File: src/rtl/seg7_pkg.sv
// seg7_pkg: 7-segment digit patterns (a..g, bit 6 = a) and collector FSM encoding.
package seg7_pkg;
    localparam logic [6:0] SEG_0     = 7'b1111110;
    localparam logic [6:0] SEG_1     = 7'b0110000;
    localparam logic [6:0] SEG_2     = 7'b1101101;
    localparam logic [6:0] SEG_3     = 7'b1111001;
    localparam logic [6:0] SEG_4     = 7'b0110011;
    localparam logic [6:0] SEG_5     = 7'b1011011;
    localparam logic [6:0] SEG_6     = 7'b1011111;
    localparam logic [6:0] SEG_7     = 7'b1110000;
    localparam logic [6:0] SEG_8     = 7'b1111111;
    localparam logic [6:0] SEG_9     = 7'b1111011;
    localparam logic [6:0] SEG_BLANK = 7'b0000000;

    localparam logic [1:0] ST_IDLE    = 2'd0;
    localparam logic [1:0] ST_COLLECT = 2'd1;
    localparam logic [1:0] ST_DONE    = 2'd2;
    localparam logic [1:0] ST_ERROR   = 2'd3;
endpackage

File: src/rtl/seg7_decode.sv
// seg7_decode: combinational 7-segment to BCD decoder with blank/illegal flags.
module seg7_decode
    import seg7_pkg::*;
(
    input  logic [6:0] seg_i,
    output logic [3:0] digit_o,
    output logic       is_blank_o,
    output logic       is_illegal_o
);
    // 4'hf marks "not a digit"; blank is told apart by its own flag
    always_comb begin
        digit_o      = seg_i == SEG_0 ? 4'd0 :
                       seg_i == SEG_1 ? 4'd1 :
                       seg_i == SEG_2 ? 4'd2 :
                       seg_i == SEG_3 ? 4'd3 :
                       seg_i == SEG_4 ? 4'd4 :
                       seg_i == SEG_5 ? 4'd5 :
                       seg_i == SEG_6 ? 4'd6 :
                       seg_i == SEG_7 ? 4'd7 :
                       seg_i == SEG_8 ? 4'd8 :
                       seg_i == SEG_9 ? 4'd9 : 4'hf;
        is_blank_o   = seg_i == SEG_BLANK;
        is_illegal_o = digit_o == 4'hf && !is_blank_o;
    end
endmodule

File: src/rtl/seg7_bcd_collector.sv
// seg7_bcd_collector: gathers DIGITS decoded 7-segment digits into a BCD word.
// Define SEG7_ACTIVE_LOW_EN for common-anode (active-low) segment inputs.
module seg7_bcd_collector
    import seg7_pkg::*;
#(
    parameter int DIGITS = 4
) (
    input  logic                clk,
    input  logic                reset,
    input  logic [6:0]          seg_in,
    input  logic                in_valid,
    output logic                in_ready,
    output logic [4*DIGITS-1:0] out_bcd,
    output logic                out_err,
    output logic                out_valid,
    input  logic                out_ready
);
    localparam int BW = 4 * DIGITS;
    localparam int CW = $clog2(DIGITS + 1);

    logic [1:0]    state_q, state_d;
    logic [BW-1:0] bcd_q, bcd_d;
    logic [CW-1:0] cnt_q, cnt_d;
    logic          err_q, err_d;
    logic [6:0]    seg_dec;
    logic [3:0]    digit;
    logic          is_blank, is_illegal, accept;

`ifdef SEG7_ACTIVE_LOW_EN
    assign seg_dec = ~seg_in;
`else
    assign seg_dec = seg_in;
`endif

    seg7_decode u_decode (
        .seg_i        (seg_dec),
        .digit_o      (digit),
        .is_blank_o   (is_blank),
        .is_illegal_o (is_illegal)
    );

    assign in_ready  = state_q == ST_IDLE || state_q == ST_COLLECT;
    assign out_valid = state_q == ST_DONE || state_q == ST_ERROR;
    assign accept    = in_valid && in_ready;
    assign out_bcd   = bcd_q;
    assign out_err   = err_q;

    always_comb begin
        state_d = state_q;
        bcd_d   = bcd_q;
        cnt_d   = cnt_q;
        err_d   = err_q;
        if (out_valid && out_ready) begin
            state_d = ST_IDLE;
            bcd_d   = '0;
            cnt_d   = '0;
            err_d   = 1'b0;
        end else if (accept && is_illegal) begin
            state_d = ST_ERROR;
            err_d   = 1'b1;
        end else if (accept && !is_blank) begin
            bcd_d   = (bcd_q << 4) | BW'(digit);
            cnt_d   = cnt_q + 1'b1;
            state_d = cnt_q == CW'(DIGITS - 1) ? ST_DONE : ST_COLLECT;
        end
    end

    always_ff @(posedge clk or posedge reset) begin
        if (reset) begin
            state_q <= ST_IDLE;
            bcd_q   <= '0;
            cnt_q   <= '0;
            err_q   <= 1'b0;
        end else begin
            state_q <= state_d;
            bcd_q   <= bcd_d;
            cnt_q   <= cnt_d;
            err_q   <= err_d;
        end
    end
endmodule

File: config.mk
export PLATFORM = sky130hd
export DESIGN_NAME = seg7_bcd_collector
export DESIGN_NICKNAME = d
export VERILOG_FILES = /design/src/rtl/seg7_pkg.sv /design/src/rtl/seg7_decode.sv /design/src/rtl/seg7_bcd_collector.sv
export SDC_FILE = /design/constraint.sdc
export NUM_CORES = 1
export LEC_CHECK = 0
export ABC_AREA = 0
export BUFFER_PORTS_ARGS = -buffer_cell sky130_fd_sc_hd__buf_2
export CELL_PAD_IN_SITES_DETAIL_PLACEMENT = 1
export CELL_PAD_IN_SITES_GLOBAL_PLACEMENT = 2
export CORE_MARGIN = 1
export CORE_UTILIZATION = 34
export CTS_CLUSTER_SIZE = 25
export DETAILED_ROUTE_END_ITERATION = 10
export GPL_TIMING_DRIVEN = 0
export PLACE_DENSITY_LB_ADDON = 0.12
export SLEW_MARGIN = 10
export SYNTH_ARGS = -nofsm -noshare
export SYNTH_HDL_FRONTEND = slang
export SYNTH_SLANG_ARGS = --single-unit
export TNS_END_PERCENT = 20
File: constraint.sdc
create_clock -name clk -period 4.65 [get_ports clk]
set_input_delay 0.93 -clock clk [delete_from_list [all_inputs] [get_ports clk]]
set_output_delay 0.93 -clock clk [all_outputs]
set_load 0.1 [all_outputs]
# Yosys cells after proc, flatten, opt, wreduce, memory -nomap -nowiden
# Cells that the tools add are included.
[word_totals]
regBits = 22
elab_cells = 58
[op_classes]
n_addsub = 1
n_eq_ne = 16
n_mux = 22
bitwise = 1
n_reduce_logical = 14
[op_table]
columns = ["op", "count"]
rows = [
  ["$eq A7 B7 Y1 const B", 8],
  ["$mux W16", 3],
  ["$mux W4", 9],
  ["$or A16 B4 Y16", 1],
  ["$eq A7 B6 Y1 const B", 2],
  ["$mux W3", 4],
  ["$mux W2", 4],
  ["$logic_not A7 Y1", 1],
  ["$logic_and A1 B1 Y1", 5],
  ["$eq A2 B2 Y1 const B", 2],
  ["$eq A4 B4 Y1 const B", 1],
  ["$reduce_bool A2 Y1", 2],
  ["$add A3 B1 Y3 const B", 1],
  ["$eq A3 B2 Y1 const B", 1],
  ["$reduce_bool A3 Y1", 1],
  ["$eq A2 B1 Y1 const B", 1],
  ["$logic_not A2 Y1", 1],
  ["$logic_or A1 B1 Y1", 2],
  ["$mux W1", 2],
  ["$ne A2 B2 Y1 const B", 1],
  ["$reduce_and A2 Y1", 1],
  ["$logic_not A1 Y1", 1],
]

# Depth between registers and ports, before layout
[logic_depth]
ltp_word = 16
mapped_depth = 8
mapped_depth_nobuf = 5

# Modules after synthesis
# From an unflattened synthesis, not the netlist that was laid out.
[unflattened]
cells_unflattened = 127
hier_area_um2 = 1143.6
[modules_own_cells]
columns = ["mod", "n_inst", "cells_per_inst", "area_each_um2"]
rows = [
  ["seg7_bcd_collector", 1, 95, 922.1],
  ["seg7_decode", 1, 32, 221.5],
]

# Worst setup path before layout
# OpenSTA, ideal clock, no wires.
[synth_path]
kind = "input port to flip-flop"
start = "input seg_in[1]"
end = "register bcd_q[0] (netlist: out_bcd[0])"
setup_time_ps = 127
arrival_ps = 2422
required_time_ps = 4523
setup_slack_ps = 2101
path_stages = 8
path_cell_list = "buf_2 -> or4_4 -> o32ai_2 -> nand3_2 -> a21o_1 -> buf_6 -> buf_12 -> mux2i_1"
[synth_via]
elab_chain_len = 16
word_cells_on_any_way = 33
classes_between = "eq/ne (12); mux (13); bitwise (1); reduce/logical (7)"
[synth_rtl]
columns = ["element", "line_no", "text"]
rows = [
  ["start, declared", "seg7_bcd_collector.sv:10", "input logic [6:0] seg_in,"],
  ["$eq A7 B7 Y1", "seg7_decode.sv:21", "seg_i == SEG_9 ? 4'd9 : 4'hf;"],
  ["$mux W3", "seg7_decode.sv:21", ""],
  ["$mux W4", "seg7_decode.sv:20", "seg_i == SEG_8 ? 4'd8 :"],
  ["$mux W4", "seg7_decode.sv:19", "seg_i == SEG_7 ? 4'd7 :"],
  ["$mux W4", "seg7_decode.sv:18", "seg_i == SEG_6 ? 4'd6 :"],
  ["$mux W4", "seg7_decode.sv:17", "seg_i == SEG_5 ? 4'd5 :"],
  ["$mux W4", "seg7_decode.sv:16", "seg_i == SEG_4 ? 4'd4 :"],
  ["$mux W4", "seg7_decode.sv:15", "seg_i == SEG_3 ? 4'd3 :"],
  ["$mux W4", "seg7_decode.sv:14", "seg_i == SEG_2 ? 4'd2 :"],
  ["$mux W4", "seg7_decode.sv:13", "seg_i == SEG_1 ? 4'd1 :"],
  ["$mux W4", "seg7_decode.sv:12", "digit_o = seg_i == SEG_0 ? 4'd0 :"],
  ["$eq A4 B4 Y1", "seg7_decode.sv:23", "is_illegal_o = digit_o == 4'hf && !is_blank_o;"],
  ["$logic_and A1 B1 Y1", "seg7_decode.sv:23", ""],
  ["$logic_and A1 B1 Y1", "seg7_bcd_collector.sv:58", "end else if (accept && is_illegal) begin"],
  ["$ne A2 B2 Y1 (no line)", "n/a", ""],
  ["$reduce_and A2 Y1 (no line)", "n/a", ""],
  ["end signal, assigned", "seg7_bcd_collector.sv:71", "bcd_q <= '0;"],
  ["end signal, assigned", "seg7_bcd_collector.sv:76", "bcd_q <= bcd_d;"],
  ["end, declared", "seg7_bcd_collector.sv:22", "logic [BW-1:0] bcd_q, bcd_d;"],
]
# Several ways; a longest one is shown, not always the timed one. The select of a mux whose other input is x is not followed.
# A chain may end at the register's enable or synchronous reset.

# Worst setup path after layout
[layout_path]
start = "input seg_in[6]"
end = "register bcd_q[0] (netlist: out_bcd[0])"
# The elaborated chain is that of the path after synthesis.

==> reports/qor.txt <==
Sequential share of power: 44.5%
1st-iter DRT viols: 22
H-tree Lvls: 1
Register-to-register setup slack: 2.90 ns
P&R area growth vs syn: 16.7%
Power Dens Cells: 316 nW/um2
Std-Cell Rows: 21
WP data arrival: 2.66 ns
Hpwl dp: 2220 um
Average cell area after synthesis: 9.33 um2
Routing usage on met2: 28.5%
Gp weighted congestion: 0.760
Clk pwr share: 19.3%
Met3 Usage GRT: 1.46%
FF+latch area: 526 um2
DRT Pass-1 Iters: 4
R2R cell count: 6
Worst setup SP type: primary input
Via count: 1018
Hold_buf cts: 0
Clock-pin transition on the worst setup and hold timing paths: 0.11 ns
Multi-input logic area: 568 um2
First-pass GRT wire length: 4930 um
Leading area contributor after synthesis: dfrtp_1
Final Net Count: 175
CTS buffer count: 3
Total GRT Usage: 15.8%
Pleak: 0.777 nW
Psw: 200 uW
# Post-CTS Setup Buffers: 0
Crit-path max FO: 10
Clock latency on the worst-skew pair: 0.30 ns
Register area share after synthesis: 42.3%
Busiest grt layer: met2
Worst Skew: 0.00997 ns
Hold endpoint: cnt_q[0]
Clk root buf: clkbuf_4
Syn nets: 146
Die Height: 62.4 um
Wire per inst: 13.2 um
Cts repair resizes: 0
Commonest cells in the netlist: dfrtp_1, nand2_1, inv_1
Initial Utilization: 36.3%
Ports: 30
R2r startpoint: state_q[1]
Fin crit period: 2.47 ns
Gr ovfl total: 0
Critical Path RT: 4.84 ns
Status: complete, no violations
Combinational power share: 36.2%
Layout cells sized above 1: 26.1%
Die ar.: 3900 um2
Post-route ant nets: 0
Core Area: 3420 um2
Switching share of power: 43.7%
Final setup viols: 0
RSZ-0062 raised after global routing: false
Unique cell type count in the Yosys netlist: 38
Post-synth EDFFs: 0
Inserted Diodes: 0
IO buf count: 24
Hold_sp: cnt_q[0]
#FFs+latches synth: 21
Mapped Area: 1240 um2
Synth Instances: 133
Initial antenna violation count: 0
Final core occ: 42.4%
Rel. slew slack: 47.5%
Final hold violation count: 0
CP Capture Type: register
Largest net degree at the start of global routing: 22
Critical path type: in -> reg
Max VDD drop: 0.138 mV
Fmax: 0.404 GHz
Worst min path class: reg -> reg
Worst-margin pin slew: 0.786 ns
Final Max Tran Viols: 0
Final period util: 53.2%
Met1 Use GR: 19.4%
Die X: 62.4 um
Vias per cell: 4.92
Vias in the first global route: 1079
Syn. warnings: 0
Max_cap viols: 0
DRC violations left: 0
Setup TNS: 0 ns
Wirelength, routed: 2740 um
Synth async-reset ratio: 100%
CTS tree: built
Reg2reg end: out_bcd[0]
Hold path depth: 1
Top area cells in the synthesized netlist: dfrtp_1, mux2i_1, nand2_1
Clock sink total: 21
Longest Clk Path Bufs: 2
Top-area cell type share of the netlist area: 42.3%
FILL cells: 421
Ys flop type: dfrtp_1
Cell-internal power: 258 uW
worst max-delay path: stages:
cell and delay, ns:
buf_2 0.17, nand2_1 0.15, nor4_1 0.59, nor4_2 0.19, a21o_1 0.23, buf_6 0.14, buf_12 0.15, mux2i_1 0.11
area by class of cell:
| type | instances | share of cell area [%] |
|---|---|---|
| Buffer | 9 | 5.01 |
| Tap cell | 46 | 3.97 |
| Clock buffer | 3 | 1.55 |
| Timing Repair Buffer | 24 | 8.29 |
| Multi-Input combinational cell | 83 | 39.2 |
| Clock inverter | 1 | 0.518 |
| Sequential cell | 21 | 36.3 |
| Inverter | 20 | 5.18 |
state kept, by name, summed over array words and instances, names as in the netlist:
register and flops:
out_bcd 16, state_q 1, cnt_q 3, out_err 1
worst max-delay path by stage:
stage                    from           to  slack [ns]
finish              seg_in[6]   out_bcd[0]        2.18
global route        seg_in[6]  out_bcd[11]        2.02
CTS                 seg_in[6]  out_bcd[11]        2.20
detailed placement  seg_in[6]  out_bcd[14]        1.88
global placement    seg_in[6]   out_bcd[0]        1.92
floorplan           seg_in[1]   out_bcd[0]        2.10
layer usage:
metal  up-vias  share of wire [%]
li1        500                  -
met1       495                 43
met2        19                 53
met3         4                2.8
met4         0                1.6
met5         -                  0
power groups by stage:
stage                     registers, mW  clock network [mW]  logic [mW]
after global placement            0.207                   0       0.165
final                             0.204              0.0884       0.166
after global routing              0.206               0.101       0.176
after detailed placement          0.207                   0       0.168
after CTS                         0.204              0.0934       0.168
after floorplan                   0.274                   0      0.0695
layout by cell type, fill, tap and decap left out, types with 2 or more instances in the layout:
cell type / n
buf_2: 27
nand2_1: 21
dfrtp_1: 21
inv_1: 20
mux2i_1: 16
nor2_1: 7
nand3_1: 4
nor3_1: 3
clkbuf_4: 3
clkbuf_1: 2
buf_6: 2
nand3b_1: 2
a211oi_1: 2
a21oi_1: 2
nand4_1: 2
o31ai_1: 2
ha_1: 2
stage by stage:
step	area (um2)	setup WS, ns	total power [mW]	cells	hold slack [ns]
floorplan	1240	2.10	0.343	133	0.452
global placement	1420	1.92	0.372	203	0.466
detailed placement	1420	1.88	0.375	203	0.486
CTS	1450	2.20	0.465	207	0.502
global route	1450	2.02	0.483	207	0.530
finish	1450	2.18	0.458	207	0.496
cell families after synthesis:
| kind of cell | count (synthesis) | share of synthesized area, % |
|---|---|---|
| AOI/OAI and AO/OA | 16 | 10.4 |
| xor gates and xnor gates | 1 | 0.706 |
| adders and majority gates | 2 | 2.02 |
| buffers and inverters | 29 | 11.9 |
| DFF | 21 | 42.3 |
| muxes | 16 | 12.9 |
| and+or+nand+nor | 48 | 19.8 |
Power figures use the tool's default switching activity.
